--- src/rtl/if_pkg.sv ---
// Shared types and constants for the RV32I instruction-fetch stage.
// Provides the fetch FSM states, the instr_sel codes, the next-PC select and a saturating-increment helper.
package if_pkg;

  typedef enum logic [1:0] {
    BOOT   = 2'd0,
    RUN    = 2'd1,
    HALT   = 2'd2,
    RESUME = 2'd3
  } fetch_state_e;

  typedef enum logic [1:0] {
    PC_HOLD = 2'd0,
    PC_INC  = 2'd1,
    PC_TGT  = 2'd2
  } pc_sel_e;

  localparam logic [1:0]  ISEL_PASS   = 2'b00;
  localparam logic [1:0]  ISEL_REPLAY = 2'b01;
  localparam logic [1:0]  ISEL_KILL   = 2'b10;
  localparam logic [31:0] RV_NOP      = 32'h0000_0013;

  function automatic logic [31:0] sat_inc(input logic [31:0] v, input logic en);
    return (en && (v != 32'hFFFF_FFFF)) ? v + 32'd1 : v;
  endfunction

endpackage

--- src/rtl/if_perf_cnt.sv ---
// Fetch performance counters: pass, replay and accepted-redirect cycles, each saturating at 2^32-1.
// Counts appear one cycle after the qualifying fetch cycle.
module if_perf_cnt
  import if_pkg::*;
(
  input  logic        clk,
  input  logic        rst,
  input  logic        inc_fetch,
  input  logic        inc_stall,
  input  logic        inc_redirect,
  output logic [31:0] perf_fetch,
  output logic [31:0] perf_stall,
  output logic [31:0] perf_redirect
);

  always_ff @(posedge clk or posedge rst) begin
    if (rst) begin
      perf_fetch    <= '0;
      perf_stall    <= '0;
      perf_redirect <= '0;
    end else begin
      perf_fetch    <= sat_inc(perf_fetch, inc_fetch);
      perf_stall    <= sat_inc(perf_stall, inc_stall);
      perf_redirect <= sat_inc(perf_redirect, inc_redirect);
    end
  end

endmodule

--- src/rtl/if_stage.sv ---
// RV32I fetch: owns PC, drives the 1-cycle instruction SRAM (im_addr = next PC), pc_if one cycle later.
// load_use holds and replays; halt stops the SRAM. Perf counters exist only when IF_PERF_EN is defined.
module if_stage
  import if_pkg::*;
#(
  parameter logic [31:0] RESET_PC = 32'h0000_0000,
  parameter int          ADDR_W   = 16
) (
  input  logic              clk,
  input  logic              rst,
  input  logic              load_use,
  input  logic              branch_taken,
  input  logic              jump,
  input  logic [31:0]       target,
  input  logic              halt_req,
  output logic              halted,
  output logic              im_ce,
  output logic [ADDR_W-1:0] im_addr,
  output logic [31:0]       pc_if,
  output logic [1:0]        instr_sel,
  output logic              fetch_misalign,
  output logic [31:0]       perf_fetch,
  output logic [31:0]       perf_stall,
  output logic [31:0]       perf_redirect
);

  fetch_state_e state_q, state_nxt;
  pc_sel_e      pc_sel;
  logic [31:0]  pc_q, pc_nxt;
  logic         redirect, redirect_acc, misalign_q;

  assign redirect = branch_taken | jump;

  always_ff @(posedge clk or posedge rst) begin
    if (rst) begin
      state_q    <= BOOT;
      pc_q       <= RESET_PC;
      misalign_q <= 1'b0;
    end else begin
      state_q    <= state_nxt;
      pc_q       <= pc_nxt;
      misalign_q <= redirect_acc && (target[1:0] != 2'b00);
    end
  end

  // load_use blocks halt entry so the replayed instruction is not lost
  always_comb begin
    state_nxt = state_q;
    case (state_q)
      BOOT:    state_nxt = RUN;
      RUN:     if (halt_req && !load_use) state_nxt = HALT;
      HALT:    if (!halt_req) state_nxt = RESUME;
      RESUME:  state_nxt = RUN;
      default: state_nxt = BOOT;
    endcase
  end

  always_comb begin
    im_ce        = 1'b1;
    pc_sel       = PC_HOLD;
    instr_sel    = ISEL_KILL;
    redirect_acc = 1'b0;
    case (state_q)
      RUN: begin
        if (redirect) begin
          pc_sel       = PC_TGT;
          redirect_acc = 1'b1;
        end else if (load_use) begin
          instr_sel = ISEL_REPLAY;
        end else if (!halt_req) begin
          pc_sel    = PC_INC;
          instr_sel = ISEL_PASS;
        end
      end
      HALT:    im_ce = 1'b0;
      default: ;
    endcase
  end

  always_comb begin
    pc_nxt = pc_q;
    case (pc_sel)
      PC_INC:  pc_nxt = pc_q + 32'd4;
      PC_TGT:  pc_nxt = {target[31:2], 2'b00};
      default: pc_nxt = pc_q;
    endcase
  end

  assign im_addr        = pc_nxt[ADDR_W-1:0];
  assign pc_if          = pc_q;
  assign halted         = (state_q == HALT);
  assign fetch_misalign = misalign_q;

`ifdef IF_PERF_EN
  if_perf_cnt u_perf (
    .clk           (clk),
    .rst           (rst),
    .inc_fetch     ((state_q == RUN) && (instr_sel == ISEL_PASS)),
    .inc_stall     ((state_q == RUN) && (instr_sel == ISEL_REPLAY)),
    .inc_redirect  (redirect_acc),
    .perf_fetch    (perf_fetch),
    .perf_stall    (perf_stall),
    .perf_redirect (perf_redirect)
  );
`else
  assign perf_fetch    = '0;
  assign perf_stall    = '0;
  assign perf_redirect = '0;
`endif

endmodule

--- config.mk ---
export PLATFORM = sky130hd
export DESIGN_NAME = if_stage
export DESIGN_NICKNAME = d
export VERILOG_FILES = /design/src/rtl/if_pkg.sv /design/src/rtl/if_perf_cnt.sv /design/src/rtl/if_stage.sv
export SDC_FILE = /design/constraint.sdc
export NUM_CORES = 1
export LEC_CHECK = 0
export CAP_MARGIN = 20
export CORE_MARGIN = 4
export CORE_UTILIZATION = 41
export CTS_CLUSTER_SIZE = 30
export DETAILED_ROUTE_END_ITERATION = 6
export GPL_ROUTABILITY_DRIVEN = 0
export PLACE_DENSITY = 0.89
export SYNTH_ARGS = -nofsm -noshare
export SYNTH_HDL_FRONTEND = slang
export SYNTH_SLANG_ARGS = --single-unit
--- constraint.sdc ---
create_clock -name clk -period 8.8 [get_ports clk]
set_input_delay 2.64 -clock clk [delete_from_list [all_inputs] [get_ports clk]]
set_output_delay 2.64 -clock clk [all_outputs]
set_load 0.005 [all_outputs]
======== Word-level counts from Yosys, hierarchy flattened ========
Cells that the tools add are included.
storage, ports and cells
  word-level logic and storage cells ...... 36
  output and inout port bits .............. 149
  flip-flop bits (word level) ............. 35
  bits of input ports ..................... 38
cells by class
  equal/unequal tests ..................... 7
  reductions and logical operators ........ 8
  add/sub/neg operators ................... 1
  bitwise operators ....................... 1
  multiplexer cells ....................... 15
operators with widths
  cell                                                 count
  one-hot mux 32 bit (2 select lines)                  1
  adder 32 x 3 -> 32 bit, second input constant        1
  two-way mux 2 bit                                    8
  equality test 2 bit, second input constant           3
  one-hot mux 2 bit (3 select lines)                   1
  two-way mux 1 bit                                    5
  equality test 2 x 1 -> 1 bit, second input constant  2
  inequality test 2 bit, second input constant         2
  nonzero test 2 bit                                   2
  logical AND 1 bit                                    2
  zero test 2 bit                                      1
  AND reduction 2 bit                                  1
  OR reduction 2 bit                                   1
  zero test 1 bit                                      1
  OR 1 bit                                             1

======== Longest topological paths before layout ========
  word-level depth ........................ 6
  mapped depth ............................ 13
  gate-level depth less buffers ........... 10

======== Worst setup path before layout ========
OpenSTA, ideal clock, no wires.
  path type ............................... input port to output port
  start point ............................. input port jump
  end point ............................... output port im_addr[11]
  path slack .............................. 1.568 ns
  cell stages on the path ................. 12
  data arrival time ....................... 4.592 ns
  path buffers ............................ 3
  required time ........................... 6.160 ns
  path through ............................ nor2_1 > nand2_1 > or3_1 > inv_1 > ha_1 > clkbuf_1 > inv_1 > clkbuf_1 > nor4b_1 > a21oi_1 > o21ai_0 > buf_4
on the way
  cells in the longest elaborated chain, start to end .. 5
  elaborated cells on any way between the ends .. 6
  those cells by class .................... eq/ne (2); mux (3); bitwise (1)
RTL lines
  element                                                              line            source
  start: declaration                                                   if_stage.sv:13  input logic jump,
  OR 1 bit (*)                                                         if_stage.sv:32  assign redirect = branch_taken | jump;
  two-way mux 2 bit (*)                                                if_stage.sv:65  if (redirect) begin
  two-way mux 2 bit (*)                                                if_stage.sv:63  case (state_q)
  equality test 2 bit or equality test 2 x 1 -> 1 bit (tied branches)  if_stage.sv:82  case (pc_sel)
  one-hot mux 32 bit (2 select lines) (*)                              if_stage.sv:82
  end: declaration                                                     if_stage.sv:18  output logic [ADDR_W-1:0] im_addr,
Every way passes the cells marked *; elsewhere a longest branch is shown, timed or not.

======== Worst setup path after layout ========
  start point ............................. input port jump
  end point ............................... output port im_addr[14]
The elaborated chain is that of the path after synthesis.

==> qor.txt <==
Die H: 94.15 um
CTS Sinks: 35
Share of flip-flops with an asynchronous set or reset: 1.000
Area of the mapped netlist: 3043 um2
Total CTS buffers: 5
Post-DR vias/cell: 4.939
Clock power share: 0.149
First-pass GRT wire length: 11860 um
Cell accounting for the most synthesized area: dfrtp_1
Setup crit start kind: input port
Status: completed
CORE AREA: 7214 um2
Overflow after GRT: 0
Clock Tree Buf Depth: 2
PD cells: 239.3 nW/um2
Top-level I/O count: 187
Vias in the first global route: 2505
Cell Int Power: 0.0005314 W
Sequential share of the synthesized area: 0.2878
Die Width: 94.15 um
Initial DRC count: 224
Top cell type's share of synthesized area: 0.2878
Worst slack, placed: 512.2 ps
Commonest non-fill, non-tap cell in the layout: conb_1
DIE AREA: 8864 um2
Max Cap Viol: 0
Fin. max-slew vios: 0
Ant diodes: 0
CTS tree: built
Gate power share: 0.507
Most frequent CP cell: clkdlybuf4s50_1
Worst-path fanout max: 52
H-tree levels: 2
Via count: 2652
Req. time, crit path: 6160 ps
DPL Wire Length: 5843 um
Setup Crit Path Kind: in -> out
DRC: 0
Sequential group share of total power: 0.344
Post-CTS Repair Setup Buffers: 0
Yosys cell types: 46
Fill cells: 680
Clk root buf: clkbuf_8
Number of cell rows: 31
Final setup violation count: 0
Psw: 0.0003483 W
Crit-path slowest cell: clkdlybuf4s50_1
Routed WL: 7701 um
Clock Latency Late Sink: 290 ps
Wire length per cell: 14.34 um
FF+latch count, synth: 35
Synth Instances: 365
Worst-path clk slew: 70 ps
Synthesized area per cell: 8.337 um2
Pleak: 1.586 nW
Initial antenna violation count: 0
Post-layout util: 0.5095
Least-Margin Pin Slew: 1039 ps
1st-pass router iterations: 4
R2R setup slack: 5910 ps
Synth Flop Type: dfrtp_1
Total Routing Usage GR: 0.1661
Fin Setup TNS: 0 ps
Largest net degree at the start of global routing: 53
Setup ws final: 510.4 ps
RSZ-0062 raised after global routing: false
Starting Density: 0.4218
Commonest cells after routing, fill and taps aside: conb_1 (96), clkdlybuf4s50_1 (90), dfrtp_1 (35), nand3_1 (27), nand2_1 (22)
Tcrit/Tclk final: 0.9420
Area grow syn2layout: 20.81%
Clock Skew: 10.94 ps
Worst Setup End Kind: output port
Worst hold path class: reg -> reg
CTS resizes: 0
IO Port Bufs: 90
Crit path arrival time: 5650 ps
CP Cell Sequence: clkdlybuf4s50_1 -> nor2_1 -> nand2_1 -> or3_1 -> ha_1 -> buf_4 -> nand2b_1 -> nor3_1 -> a221o_1 -> clkdlybuf4s50_1
Synth area leaders: dfrtp_1 (29%), buf_4 (28%), nand3_1 (4.4%), o21ai_0 (3.1%), nand2_1 (2.7%)
Antenna-violating nets left: 0
Yosys Warn Count: 0
Nets: 480
Slowest cell delay on critical path: 470 ps
Fraction of layout instances using a drive strength above 1: 0.05479
Hold_buf cts: 0
Peak Freq: 0.1206 GHz
Post-layout min period: 8290 ps
Worst vdd ir: 0.1684 mV
EDFF count, synth: 0
Sw frac: 0.3960
Final hold violations: 0
Slew margin rel.: 0.3059
[state kept, by name, summed over array words and instances (netlist names)]
register and cells:
pc_if 32, state_q 2, fetch_misalign 1
[synthesized netlist by cell type, drive strengths merged, types with 9 or more instances]
| library cell | number |
|---|---|
| buf | 113 |
| dfrtp | 35 |
| nand3 | 28 |
| nand2 | 23 |
| o21ai | 19 |
| inv | 16 |
| nor2 | 15 |
| clkbuf | 12 |
| a21oi | 10 |
| nand4 | 10 |
| a22oi | 9 |
[area by class of cell]
class / instances / area (um2) / area share
multi-input combinational: 284 / 1574 / 0.4282
timing repair buffer: 95 / 938.4 / 0.2553
sequential: 35 / 875.8 / 0.2383
tap: 99 / 123.9 / 0.03370
clock buffer: 7 / 96.34 / 0.02621
inverter: 16 / 60.06 / 0.01634
clock inverter: 1 / 7.507 / 0.002042
[layer usage]
layer,wire length (um),vias up,share of wire,GRT usage
met5,0,-,0,0
met4,110,0,0.014,0.06258
met3,822,12,0.11,0.04968
met2,3826,156,0.50,0.2660
met1,2941,1240,0.38,0.2100
li1,-,1244,-,-
[path summary, 6_finish.rpt]
path                                         from               endpoint  cells past startpoint
max in group asynchronous                     rst  pc_if[21]$_DFFE_PP0N_                      3
min reg2reg                    pc_if[1]$_DFF_PP0_     pc_if[1]$_DFF_PP0_                      1
min in group asynchronous                     rst    pc_if[13]$_DFF_PP0_                      3
max                                          jump            im_addr[14]                     10
max reg2reg                state_q[1]$_DFFE_PP0P_  pc_if[31]$_DFFE_PP0N_                      9
min                            pc_if[1]$_DFF_PP0_     pc_if[1]$_DFF_PP0_                      1
[worst max-delay path, delay by kind of cell]
kind	cells	cell delay, ps
compound gates	1	290
simple gates	5	1100
fa+ha+maj	1	320
buf+inv	3	1290
[kinds of logic (layout without fill, tap and decap cells)]
family / count (synthesis) / count (layout) / synth area share
AND/OR/NAND/NOR: 108 / 108 / 0.2052
other: 1 / 96 / 0.001232
multiplexers: 1 / 1 / 0.003700
adder cells (fa/ha/maj): 5 / 5 / 0.02056
AO/OA/AOI/OAI: 74 / 74 / 0.1694
buffers and inverters: 141 / 119 / 0.3121
flip-flops: 35 / 35 / 0.2878
[stage by stage]
step                hold slack [ps]  cell area, um2  power (W)  instances
floorplan                     472.0            3400  0.0005644        460
global placement              492.7            3572  0.0007322        529
detailed placement            499.2            3572  0.0007510        529
CTS                           518.2            3676  0.0008861        537
global route                  543.1            3676  0.0009557        537
finish                        519.1            3676  0.0008797        537
[power by group through the flow]
stage / Combinational [W] / Sequential [W] / Clock [W]
after floorplan: 0.000274 / 0.000291 / 0
after global placement: 0.000433 / 0.000299 / 0
after detailed placement: 0.000447 / 0.000304 / 0
after CTS: 0.000450 / 0.000301 / 0.000134
after global routing: 0.000496 / 0.000315 / 0.000145
final: 0.000446 / 0.000303 / 0.000131
No activity file was read; power rests on OpenSTA's default activity.
==> RTL change: new RTL, same settings <==
`ADDR_W`: 16 -> 17.
--- a/src/rtl/if_stage.sv
+++ b/src/rtl/if_stage.sv
@@ -4,7 +4,7 @@
   import if_pkg::*;
 #(
   parameter logic [31:0] RESET_PC = 32'h0000_0000,
-  parameter int          ADDR_W   = 16
+  parameter int          ADDR_W   = 17
 ) (
   input  logic              clk,
   input  logic              rst,
Ports: changed (resized im_addr); port bits go from 187 to 188. No check against the original RTL was run, so the function may have changed too.
==> RTL change against the original RTL <==
Global-route usage up 1.4 points. Sequential power up 3%. Combinational power up 4.5%. Synthesized area up 4.1%. Wire length up 10%. Setup slack better by 0.33 ns. Sequential share of layout area down 0.81 points. Clock skew about the same. Sequential cell count unchanged. Final area up 3.5%. First-iteration DRC count down 12%. Power up 3.0%. Critical path type unchanged. Largest cell class unchanged. Largest power group unchanged.
==> RTL change: results (changes against the original RTL) <==
\begin{tabular}{lr}
\hline
Metric & Value \\
\hline
\multicolumn{2}{l}{\textbf{Status}} \\
Run status & finished, final reports clean \\
\multicolumn{2}{l}{\textbf{Critical path}} \\
Top Family by Delay on Critical Path & simple AND/OR/NAND/NOR gates \\
Worst reg-to-reg setup slack & 6.06 ns (+0.15 ns) \\
Highest net fanout along the worst path & 25 (-52\%) \\
Timing endpoint of the critical path & im\_addr[0] \\
RR Endpoint & pc\_if[26] \\
Number of cells traversed by the worst register-to-register path & 11 (+2) \\
Data arrival time of the critical path & 5.32 ns (-0.33 ns) \\
\multicolumn{2}{l}{\textbf{Pwr}} \\
Worst vdd ir & 0.000142 V (-16\%) \\
Leakage power of the design & 1.73 nW (+9.0\%) \\
\multicolumn{2}{l}{\textbf{Yosys}} \\
Complex-gate fraction of the synthesized area & 16.5\% (-0.47 points) \\
Adder-Cell Fraction of Synth Area & 1.98\% (-0.080 points) \\
Fraction of the yosys area taken by sequential cells & 27.7\% (-1.1 points) \\
Dominant register cell in the synthesized netlist & dfrtp\_1 \\
Number of different library cells in the post-synthesis netlist & 54 (+17\%) \\
Multiplexer fraction of the synthesized cell area & 0.948\% (+0.58 points) \\
Most instantiated cells after synthesis & buf\_4, dfrtp\_1, nand2\_1, nor2\_1, o21ai\_0 \\
Post-synthesis average cell area & 8.27 um2 (-0.82\%) \\
Most area-consuming cells after synthesis & dfrtp\_1, buf\_4, nand2\_1 \\
\multicolumn{2}{l}{\textbf{Finish}} \\
Layout cells sized above 1 & 5.42\% (-0.056 points) \\
Count of fill cells added during filler insertion & 684 (+0.59\%) \\
Number of nets in the layout & 503 (+4.8\%) \\
Post-route non-filler standard cell count & 560 (+4.3\%) \\
Largest register FFs & 32 (unchanged) \\
Multi-input gate area in the final layout & 1660 um2 (+5.6\%) \\
\multicolumn{2}{l}{\textbf{Placement}} \\
Pre-CTS worst setup slack & 0.825 ns (+0.312 ns) \\
Number of input and output port buffers inserted & 91 (+1.1\%) \\
Placed Instances & 552 (+4.3\%) \\
Instance area at placement & 3710 um2 (+3.8\%) \\
Post-detailed-placement half-perimeter wirelength & 6740 um (+15\%) \\
\multicolumn{2}{l}{\textbf{GRT}} \\
Initial antenna violation count & 0 (unchanged) \\
Largest net degree at the start of global routing & 36 (-32\%) \\
Total GRT Usage & 18.1\% (+1.4 points) \\
Global-route wire length before repair & 13100 um (+10\%) \\
Vias in the first global route & 2672 (+6.7\%) \\
\multicolumn{2}{l}{\textbf{STA}} \\
Clock tree skew after final layout & 0.0111 ns (+0.000161 ns) \\
Slew Limit Headroom & 65.5\% (+35 points) \\
Minimum clock period & 7.96 ns (-0.335 ns) \\
Worst-case hold slack & 0.514 ns (-0.00467 ns) \\
\multicolumn{2}{l}{\textbf{Detailed routing}} \\
First-iteration detailed-routing DRC count & 197 (-12\%) \\
1st-pass router iterations & 5 (+1) \\
Average routed wire per standard cell & 15.1 um (+5.6\%) \\
\hline
\end{tabular}
==> RTL change: changes by cell type after synthesis, sizes merged, moves of 4 or more <==
cell and delta:
a221o +4, a22oi -5, and3 +6, nand2 +7, nand3 -12, nor2 +5, nor2b +4, nor3 +4
o31a -4, or4 -6
==> RTL change: area by class of cell <==
class / count / area share, %
Multi-Input combinational cell: 300 / 43.7
Timing Repair Buffer: 100 / 25.7
Sequential cell: 35 / 23.0
Tap cell: 99 / 3.25
Clock buffer: 6 / 2.17
Inverter: 18 / 1.78
Clock inverter: 2 / 0.427
==> RTL change: routing by layer <==
metal	wire, um	track usage [%]	vias up	share of wire, %
li1	-	-	1297	-
met1	3200	22.3	1353	38
met2	4320	32.2	179	51
met3	837	3.60	19	9.9
met4	119	4.27	0	1.4
met5	0	0	-	0
==> RTL change: report_power, final <==
part	switching, mW	internal, mW
registers	0.0954	0.218
logic	0.211	0.255
clock network	0.0628	0.0639
